File: src/rtl/pong_game.sv
// pong_game
// Pixel consumer that sits directly behind the LCD timing generator. It holds
// the complete Pong game state (two paddles, the ball, both scores and the
// SERVE/PLAY sequencer) and paints every active pixel as RGB565.
//
// The game state advances once per frame. A registered tick pulses on the
// cycle after the last active pixel (col 479, row 271). Only blanking follows
// that pixel, so no visible pixel ever sees a half-updated frame.
//
// Stream semantics: i_data_enable qualifies i_col/i_row in the same cycle.
// There is no back-pressure. o_data_enable qualifies o_red/o_green/o_blue
// exactly one cycle later. RGB is forced to zero whenever the enable is low.
//
// Ports:
//   i_clk          pixel clock, shared with the timing generator
//   i_rst          synchronous, active-high reset
//   i_data_enable  active-area flag from the timing generator
//   i_col, i_row   active column 0..479 / row 0..271 (zero in blanking)
//   i_btn_*        paddle buttons, debounced but asynchronous to i_clk
//   o_data_enable  i_data_enable delayed by one cycle
//   o_red/green/blue  registered RGB565 pixel
//   o_score_l/r    scores, 0..9, saturating
module pong_game #(
  parameter int BALL_SPEED   = 2,   // ball step per frame on each axis (1..7)
  parameter int PAD_SPEED    = 4,   // paddle step per frame
  parameter int PAD_H        = 48,  // paddle height
  parameter int SERVE_FRAMES = 60   // frames the ball waits at centre
) (
  input  logic       i_clk,
  input  logic       i_rst,
  input  logic       i_data_enable,
  input  logic [8:0] i_col,
  input  logic [8:0] i_row,
  input  logic       i_btn_l_up,
  input  logic       i_btn_l_dn,
  input  logic       i_btn_r_up,
  input  logic       i_btn_r_dn,
  output logic       o_data_enable,
  output logic [4:0] o_red,
  output logic [5:0] o_green,
  output logic [4:0] o_blue,
  output logic [3:0] o_score_l,
  output logic [3:0] o_score_r
);

  localparam int CNT_W = (SERVE_FRAMES > 1) ? $clog2(SERVE_FRAMES) : 1;
  localparam logic [CNT_W-1:0] CNT_LAST = CNT_W'(SERVE_FRAMES - 1);

  // All geometry comparisons are done on 10 bits so x+8+BALL_SPEED cannot wrap.
  localparam logic [9:0] BS10     = 10'(BALL_SPEED);
  localparam logic [8:0] BS9      = 9'(BALL_SPEED);
  localparam logic [9:0] PS10     = 10'(PAD_SPEED);
  localparam logic [9:0] PH10     = 10'(PAD_H);
  localparam logic [9:0] PAD_MAX  = 10'(272 - PAD_H);
  localparam logic [9:0] BALL_YMX = 10'd264;          // 272 - ball size
  localparam logic [8:0] BALL_X0  = 9'd236;
  localparam logic [8:0] BALL_Y0  = 9'd132;
  localparam logic [8:0] PAD_Y0   = 9'd112;

  typedef enum logic {S_SERVE, S_PLAY} state_t;

  // Button synchronizer, order {l_up, l_dn, r_up, r_dn}.
  logic [3:0] btn_meta, btn_sync;
  logic       tick;

  state_t           state_q, state_d;
  logic [CNT_W-1:0] serve_cnt_q, serve_cnt_d;
  logic [8:0]       ball_x_q, ball_x_d, ball_y_q, ball_y_d;
  logic             ball_dx_q, ball_dx_d;   // 1 = moving right
  logic             ball_dy_q, ball_dy_d;   // 1 = moving down
  logic [8:0]       pad_l_q, pad_l_d, pad_r_q, pad_r_d;
  logic [3:0]       score_l_q, score_l_d, score_r_q, score_r_d;

  logic [9:0] bx10, by10, pl10, pr10;
  logic       hit_l, hit_r;

  function automatic logic [8:0] pad_step(input logic [8:0] y, input logic up,
                                          input logic dn);
    logic [9:0] y10;
    y10      = {1'b0, y};
    pad_step = y;
    if (up && !dn)
      pad_step = (y10 < PS10) ? 9'd0 : 9'(y10 - PS10);
    else if (dn && !up)
      pad_step = (y10 + PS10 > PAD_MAX) ? PAD_MAX[8:0] : 9'(y10 + PS10);
  endfunction

  function automatic logic [3:0] sat_inc(input logic [3:0] s);
    sat_inc = (s >= 4'd9) ? 4'd9 : s + 4'd1;
  endfunction

  always_ff @(posedge i_clk) begin
    if (i_rst) begin
      btn_meta <= '0;
      btn_sync <= '0;
      tick     <= 1'b0;
    end else begin
      btn_meta <= {i_btn_l_up, i_btn_l_dn, i_btn_r_up, i_btn_r_dn};
      btn_sync <= btn_meta;
      tick     <= i_data_enable && (i_col == 9'd479) && (i_row == 9'd271);
    end
  end

  assign bx10 = {1'b0, ball_x_q};
  assign by10 = {1'b0, ball_y_q};
  assign pl10 = {1'b0, pad_l_q};
  assign pr10 = {1'b0, pad_r_q};

  // Paddle overlap uses the ball and paddle positions from before this tick.
  assign hit_l = (by10 + 10'd8 > pl10) && (by10 < pl10 + PH10);
  assign hit_r = (by10 + 10'd8 > pr10) && (by10 < pr10 + PH10);

  // Game state register
  always_ff @(posedge i_clk) begin
    if (i_rst) begin
      state_q     <= S_SERVE;
      serve_cnt_q <= '0;
      ball_x_q    <= BALL_X0;
      ball_y_q    <= BALL_Y0;
      ball_dx_q   <= 1'b1;
      ball_dy_q   <= 1'b1;
      pad_l_q     <= PAD_Y0;
      pad_r_q     <= PAD_Y0;
      score_l_q   <= '0;
      score_r_q   <= '0;
    end else begin
      state_q     <= state_d;
      serve_cnt_q <= serve_cnt_d;
      ball_x_q    <= ball_x_d;
      ball_y_q    <= ball_y_d;
      ball_dx_q   <= ball_dx_d;
      ball_dy_q   <= ball_dy_d;
      pad_l_q     <= pad_l_d;
      pad_r_q     <= pad_r_d;
      score_l_q   <= score_l_d;
      score_r_q   <= score_r_d;
    end
  end

  // Next-state logic; nothing changes outside the frame tick.
  always_comb begin
    state_d     = state_q;
    serve_cnt_d = serve_cnt_q;
    ball_x_d    = ball_x_q;
    ball_y_d    = ball_y_q;
    ball_dx_d   = ball_dx_q;
    ball_dy_d   = ball_dy_q;
    pad_l_d     = pad_l_q;
    pad_r_d     = pad_r_q;
    score_l_d   = score_l_q;
    score_r_d   = score_r_q;

    if (tick) begin
      pad_l_d = pad_step(pad_l_q, btn_sync[3], btn_sync[2]);
      pad_r_d = pad_step(pad_r_q, btn_sync[1], btn_sync[0]);

      if (state_q == S_SERVE) begin
        if (serve_cnt_q == CNT_LAST) begin
          serve_cnt_d = '0;
          state_d     = S_PLAY;
        end else begin
          serve_cnt_d = serve_cnt_q + 1'b1;
        end
      end else begin
        // Vertical first; a recentre below overrides y but keeps this dy.
        if (!ball_dy_q && (by10 < BS10)) begin
          ball_y_d  = 9'd0;
          ball_dy_d = 1'b1;
        end else if (ball_dy_q && (by10 + BS10 > BALL_YMX)) begin
          ball_y_d  = BALL_YMX[8:0];
          ball_dy_d = 1'b0;
        end else begin
          ball_y_d = ball_dy_q ? ball_y_q + BS9 : ball_y_q - BS9;
        end

        if (!ball_dx_q && (bx10 < 10'd16 + BS10)) begin
          if (hit_l) begin
            ball_x_d  = 9'd16;
            ball_dx_d = 1'b1;
          end else begin
            score_r_d = sat_inc(score_r_q);
            ball_x_d  = BALL_X0;
            ball_y_d  = BALL_Y0;
            ball_dx_d = 1'b0;
            state_d   = S_SERVE;
          end
        end else if (ball_dx_q && (bx10 + 10'd8 + BS10 > 10'd464)) begin
          if (hit_r) begin
            ball_x_d  = 9'd456;
            ball_dx_d = 1'b0;
          end else begin
            score_l_d = sat_inc(score_l_q);
            ball_x_d  = BALL_X0;
            ball_y_d  = BALL_Y0;
            ball_dx_d = 1'b1;
            state_d   = S_SERVE;
          end
        end else begin
          ball_x_d = ball_dx_q ? ball_x_q + BS9 : ball_x_q - BS9;
        end
      end
    end
  end

  // Pixel path
  logic [9:0]  col10, row10;
  logic        ball_px, pad_px, net_px;
  logic [15:0] pix_d;

  assign col10 = {1'b0, i_col};
  assign row10 = {1'b0, i_row};

  always_comb begin
    ball_px = (col10 >= bx10) && (col10 < bx10 + 10'd8) &&
              (row10 >= by10) && (row10 < by10 + 10'd8);
    pad_px  = ((i_col >= 9'd8)   && (i_col <= 9'd15) &&
               (row10 >= pl10)   && (row10 < pl10 + PH10)) ||
              ((i_col >= 9'd464) && (i_col <= 9'd471) &&
               (row10 >= pr10)   && (row10 < pr10 + PH10));
    net_px  = ((i_col == 9'd239) || (i_col == 9'd240)) && !i_row[3];
    pix_d   = 16'h0000;
    if (i_data_enable) begin
      if (ball_px || pad_px) pix_d = 16'hFFFF;          // white
      else if (net_px)       pix_d = {5'd15, 6'd31, 5'd15};  // grey
    end
  end

  always_ff @(posedge i_clk) begin
    if (i_rst) begin
      o_data_enable <= 1'b0;
      o_red         <= '0;
      o_green       <= '0;
      o_blue        <= '0;
    end else begin
      o_data_enable <= i_data_enable;
      o_red         <= pix_d[15:11];
      o_green       <= pix_d[10:5];
      o_blue        <= pix_d[4:0];
    end
  end

  assign o_score_l = score_l_q;
  assign o_score_r = score_r_q;

endmodule

File: config.mk
export PLATFORM = sky130hd
export DESIGN_NAME = pong_game
export DESIGN_NICKNAME = d
export VERILOG_FILES = /design/src/rtl/pong_game.sv
export SDC_FILE = /design/constraint.sdc
export NUM_CORES = 1
export LEC_CHECK = 0
export BUFFER_PORTS_ARGS = -buffer_cell sky130_fd_sc_hd__buf_2
export CORE_MARGIN = 5
export CORE_UTILIZATION = 29
export DETAILED_ROUTE_END_ITERATION = 7
export PLACE_DENSITY_LB_ADDON = 0.2
export SLEW_MARGIN = 20
export SYNTH_ARGS = -nofsm -noshare
export SYNTH_HDL_FRONTEND = slang
export SYNTH_SLANG_ARGS = --single-unit
File: constraint.sdc
create_clock -name i_clk -period 4.12 [get_ports i_clk]
set_input_delay 0.618 -clock i_clk [delete_from_list [all_inputs] [get_ports i_clk]]
set_output_delay 0.618 -clock i_clk [all_outputs]
set_load 0.01 [all_outputs]
* Word level (Yosys, flattened, before mapping) *
Cells that the tools add are included.

cells by class
  add/sub/neg operators = 17
  $lt $le $gt $ge = 26
  equality and inequality tests = 5
  mux-type cells = 36
  bitwise logic cells = 5
  reduce and logical (&&, ||, !) cells = 45

operator list
  kind                                                                    count
  9-bit 2-to-1 mux                                                        19
  9-bit by 10-bit < comparator with 1-bit output                          6
  9-bit >= comparator                                                     4
  1-bit logical AND                                                       22
  9-bit by 3-bit adder with 10-bit output (second input constant)         2
  9-bit by 4-bit adder with 10-bit output (second input constant)         2
  9-bit by 6-bit adder with 10-bit output (second input constant)         2
  10-bit by 8-bit > comparator with 1-bit output (second input constant)  2
  10-bit by 9-bit > comparator with 1-bit output                          2
  10-bit by 9-bit > comparator with 1-bit output (second input constant)  2
  9-bit by 2-bit adder with 9-bit output (second input constant)          2
  9-bit by 8-bit == test with 1-bit output (second input constant)        2
  9-bit == test (second input constant)                                   2
  9-bit by 3-bit < comparator with 1-bit output (second input constant)   2
  9-bit by 2-bit subtractor with 9-bit output (second input constant)     2
  9-bit by 3-bit subtractor with 9-bit output (second input constant)     2
  16-bit 2-to-1 mux                                                       1
  15-bit 2-to-1 mux                                                       1
  1-bit 2-to-1 mux                                                        11
  10-bit by 2-bit adder with 10-bit output (second input constant)        1
  9-bit by 2-bit adder with 10-bit output (second input constant)         1
  9-bit by 4-bit >= comparator with 1-bit output (second input constant)  1
  9-bit >= comparator (second input constant)                             1
  9-bit by 4-bit <= comparator with 1-bit output (second input constant)  1
  19 further kinds                                                        41

storage, ports and cells
  bits in registers = 79
  input port bits = 25
  output and inout port bits = 25
  word-level logic and storage cells = 151

* Depth between registers and ports, before layout *
  depth in word-level cells = 8
  depth in mapped cells = 14
  gate-level depth less buffers = 13

* Least setup slack after synthesis *
Ideal clock, no wire load.

  path kind = flip-flop to flip-flop
  from = register ball_y_q[3]
  to = register ball_y_q[4]
  setup time = 0.074 ns
  arrival time = 2.948 ns
  required time = 4.046 ns
  slack = 1.098 ns
  cell stages (with the launch flop) = 13
  path buffers = 1
  clock period less this slack = 3.022 ns
  cell sequence = dfxtp_1 clkbuf_1 inv_1 ha_1 ha_1 o211a_1 o21ai_0 a211o_1 a22o_1 a221o_1 o21ba_2 nand3_1 a31oi_1

on the way
  cells in the longest elaborated chain, start to end = 8
  elaborated cells between the ends (all ways) = 21
  those cells by class = add/sub: 4; order compare: 6; mux: 7; reduce/logical: 4

ends and longest elaborated chain
  element                                         RTL line  text
  start: declaration                              68        logic [8:0] ball_x_q, ball_x_d, ball_y_q, ball_y_d;
  start signal: assignment                        130       ball_y_q <= ball_y_d;
  9-bit by 2-bit adder with 10-bit output         169       end else if (ball_dy_q && (by10 + BS10 > BALL_YMX)) begin
  10-bit by 9-bit > comparator with 1-bit output  169
  1-bit logical AND                               169
  9-bit 2-to-1 mux                                169
  9-bit 2-to-1 mux                                166       if (!ball_dy_q && (by10 < BS10)) begin
  9-bit 2-to-1 mux                                188       if (hit_r) begin
  9-bit 2-to-1 mux                                187       end else if (ball_dx_q && (bx10 + 10'd8 + BS10 > 10'd464)) begin
  9-bit 2-to-1 mux (*)                            176       if (!ball_dx_q && (bx10 < 10'd16 + BS10)) begin

Mark *: on every way between the ends. The rest lies on a longest branch, timed or not.
A chain may end at the register's enable or synchronous reset.

* Final worst setup path *
  from = register ball_y_q[3]
  to = register score_r_q[2] (netlist: o_score_r[2])

on the way
  cells in the longest elaborated chain, start to end = 5
  elaborated cells between the ends (all ways) = 6
  those cells by class = add/sub: 1; order compare: 2; bitwise: 1; reduce/logical: 2

ends and longest elaborated chain
  element                                         RTL line  text
  9-bit by 4-bit adder with 10-bit output         110       assign hit_l = (by10 + 10'd8 > pl10) && (by10 < pl10 + PH10);
  10-bit by 9-bit > comparator with 1-bit output  110
  1-bit logical AND (*)                           110
  1-bit NOT (no source line) (*)                  -
  4-bit AND reduction (no source line) (*)        -
  end signal: assignment                          136       score_r_q <= score_r_d;
  end: declaration                                72        logic [3:0] score_l_q, score_l_d, score_r_q, score_r_d;

Marks and branches as above.

==> results by group <==
Run status
  – Status: completed

Min path
  – Worst Hold Class: reg -> reg

Finish
  – # diodes: 0
  – Commonest cells after routing, fill and taps aside: ha_1, nor2_1, a21oi_1
  – Layout cells sized above 1: 0.1074
  – Nets: 950
  – Most common cell after layout, fill and taps aside: ha_1
  – Final Cell Area: 0.006890 mm2
  – Synth-to-layout area growth: 11.41%
  – Final core utilization: 0.3278

STA
  – Rel. slew slack: 0.4363
  – Final TNS setup: 0 ns
  – Fin crit share: 0.8534
  – Setup Viol. Count Final: 0
  – Clock skew: 0.01172 ns
  – Pins over their slew limit: 0
  – Achievable frequency: 284.4 MHz
  – Tightest Pin Transition: 0.8384 ns
  – Tmin final: roughly 3.5 ns
  – RSZ-0062 raised after global routing: false
  – Fin. Hold Viols: 0

Pwr
  – Maximum vdd drop: approximately 0.16 mV
  – Power per Cell Area: 226.4 mW/mm2
  – P_leak: 2.950 nW

Yosys
  – Main synth FF type: dfxtp_1
  – Synth cell types: 73
  – Yosys reg bits: 60
  – Number of enable-type register cells in the synthesized netlist: 0
  – Post-Synthesis Cells: 794
  – Post-synth ARST share: 0
  – Synth Cell Area: 0.006185 mm2
  – Post-synthesis sequential area ratio: 0.1942
  – Synth warn: 0
  – Synthesized area per cell: 7.789 um2
  – Net count after synthesis: 930

CTS
  – Cts repair resizes: 0
  – Clk_lat worst skew: around 0.35 ns
  – Total CTS buffers: 9
  – Clock transition at path regs: approximately 0.06 ns
  – CTS root buf: clkbuf_16
  – H-tree lvl count: 3
  – Max Buffers Root-to-Sink: 2
  – Cts hold-fix bufs: 0
  – Clock sinks: 60
  – TritonCTS clock tree: built
  – Post-CTS Setup Bufs: 0

Critical path
  – Setup crit end kind: flip-flop
  – Required time worst endpoint: 4.40 ns
  – Worst setup path category: reg -> reg
  – Critical path launch point type: flip-flop
  – R2R Setup Slk: slightly above 0.6 ns
  – Worst Path Max Fanout: 13
  – Largest stage delay on the critical path: approximately 0.61 ns
  – CP Cell Sequence: inv_1, ha_1, ha_1, nand4_1, nor4_1, o21a_1, a22o_1, nand3_1, or4b_1, a21oi_1
  – Critical Path AT: 3.79 ns
  – Most frequent CP cell: ha_1
  – Slowest CP cell: dfxtp_1

Detailed routing
  – DRC: 0
  – Detail Route Antenna Nets: 0
  – Via count: between 5000 and 6000
  – Drt first-iter violations: approximately 270
  – Final wirelength: approximately 18 mm
  – DR WL/cell: between 15 and 20 um
  – First-pass DRT Iterations: 5
  – Via/cell ratio: 5.238

Place
  – DP HPWL: 13.78 mm
  – # port buffers: between 40 and 50
  – GPL Wtd Cong: 0.8420
  – Placed Area: 0.006589 mm2

GRT
  – Grt ovf: 0
  – Number of global-route vias before repair: 5459
  – Initial antenna violation count: 0
  – Global-route wire length before repair: 29.41 mm
  – Largest net degree at the start of global routing: 36
  – Total GRT Usage: 0.1487

Floorplan
  – Die Y: 156.0 um
  – Site Rows: 53
  – I/O Pins: 50
  – Core ar.: 0.02102 mm2
  – Area of the die: roughly 0.024 mm2
  – Chip width: about 160 um
  – Initial Util: 0.2942

Run
  – Max-cap violations: 0
flip-flops by register name, indices dropped and copies added (netlist names):
register	count
o_red	2
serve_cnt_q	6
o_score_l	4
ball_x_q	8
btn_meta	4
ball_dy_q	1
ball_y_q	9
o_score_r	4
o_data_enable	1
state_q	1
tick	1
pad_r_q	7
pad_l_q	7
ball_dx_q	1
btn_sync	4
synthesized netlist by cell type (5+ instances only):
library cell | n | share of area
clkbuf_1 | 24 | 0.015
a21oi_1 | 64 | 0.052
nand2b_1 | 17 | 0.017
ha_1 | 110 | 0.22
xnor2_1 | 22 | 0.031
o22ai_1 | 12 | 0.012
nor2b_1 | 18 | 0.018
buf_4 | 14 | 0.017
dfxtp_1 | 60 | 0.19
nand2_1 | 43 | 0.026
nor4_1 | 9 | 0.0091
a211oi_1 | 14 | 0.017
a21o_1 | 15 | 0.018
nand3_1 | 20 | 0.016
o21a_1 | 6 | 0.0073
o21ai_0 | 33 | 0.027
inv_1 | 56 | 0.034
xor2_1 | 7 | 0.0099
a31oi_1 | 12 | 0.012
nor2_1 | 65 | 0.039
buf_2 | 10 | 0.0081
and2_1 | 5 | 0.0051
or4_1 | 5 | 0.0061
o211ai_1 | 6 | 0.0073
nor3_1 | 14 | 0.011
and3_1 | 10 | 0.010
a211o_1 | 6 | 0.0085
o21ai_1 | 16 | 0.013
nand4_1 | 19 | 0.019
final timing paths:
path,start,end,cells after the start
worst max-delay path,ball_y_q[3]$_SDFFE_PP0P_,o_score_r[2]$_SDFFE_PP0P_,10
worst min-delay path,btn_meta[3]$_SDFF_PP0_,btn_sync[3]$_SDFF_PP0_,1
worst max register to register,ball_y_q[3]$_SDFFE_PP0P_,o_score_r[2]$_SDFFE_PP0P_,10
worst min register to register,btn_meta[3]$_SDFF_PP0_,btn_sync[3]$_SDFF_PP0_,1
routing by layer:
metal  track usage  share of wire  wire (um)
met1        0.2124           0.50       8996
met4       0.04877          0.025        443
met2        0.2217           0.43       7660
met5             0              0          0
met3       0.03218          0.043        773
logic make-up (layout without fill, tap and decap cells):
kind of cell	after synthesis	after routing	synth area share
flip-flops	60	60	0.1942
AO/OA/AOI/OAI	237	237	0.2529
XOR/XNOR	30	30	0.04370
AND/OR/NAND/NOR	247	247	0.2057
buffers and inverters	108	133	0.07607
multiplexers	1	1	0.001619
adder cells (fa/ha/maj)	111	111	0.2258
power by group:
part           leakage [nW]  switching [W]  internal, W  total, W
clock network         0.142       0.000314     0.000471  0.000785
registers             0.486     0.00000938     0.000587  0.000597
logic                  2.32       0.000105    0.0000725  0.000178
total                  2.95       0.000429      0.00113   0.00156
stage by stage:
step | hold slack [ns] | std cells | worst slack [ns] | power (W)
after floorplan | 0.4138 | 794 | 1.098 | 0.0007218
after global placement | 0.4320 | 1078 | 0.7311 | 0.0007871
after detailed placement | 0.4307 | 1078 | 0.6941 | 0.0007868
after CTS | 0.4443 | 1094 | 0.6530 | 0.001584
after global routing | 0.4505 | 1094 | 0.3800 | 0.001633
final | 0.4402 | 1094 | 0.6040 | 0.001560
critical path, delay by kind of cell (launching register included):
kind,cells,cell delay (ns)
AOI/OAI and AO/OA,3,0.59
adders and majority gates,2,0.76
buffers and inverters,1,0.26
DFF,1,0.61
and+or+nand+nor,4,1.21
area by class of cell:
class,instances,area (um2)
clock buffers,9,225.2
clock inverters,7,76.32
fillers,2224,14130
inverters,60,225.2
multi-input cells,626,4513
flip-flops and latches,60,1201
well taps,275,344.1
repair buffers,57,305.3
Note: power is estimated with default switching activity, not from simulation.
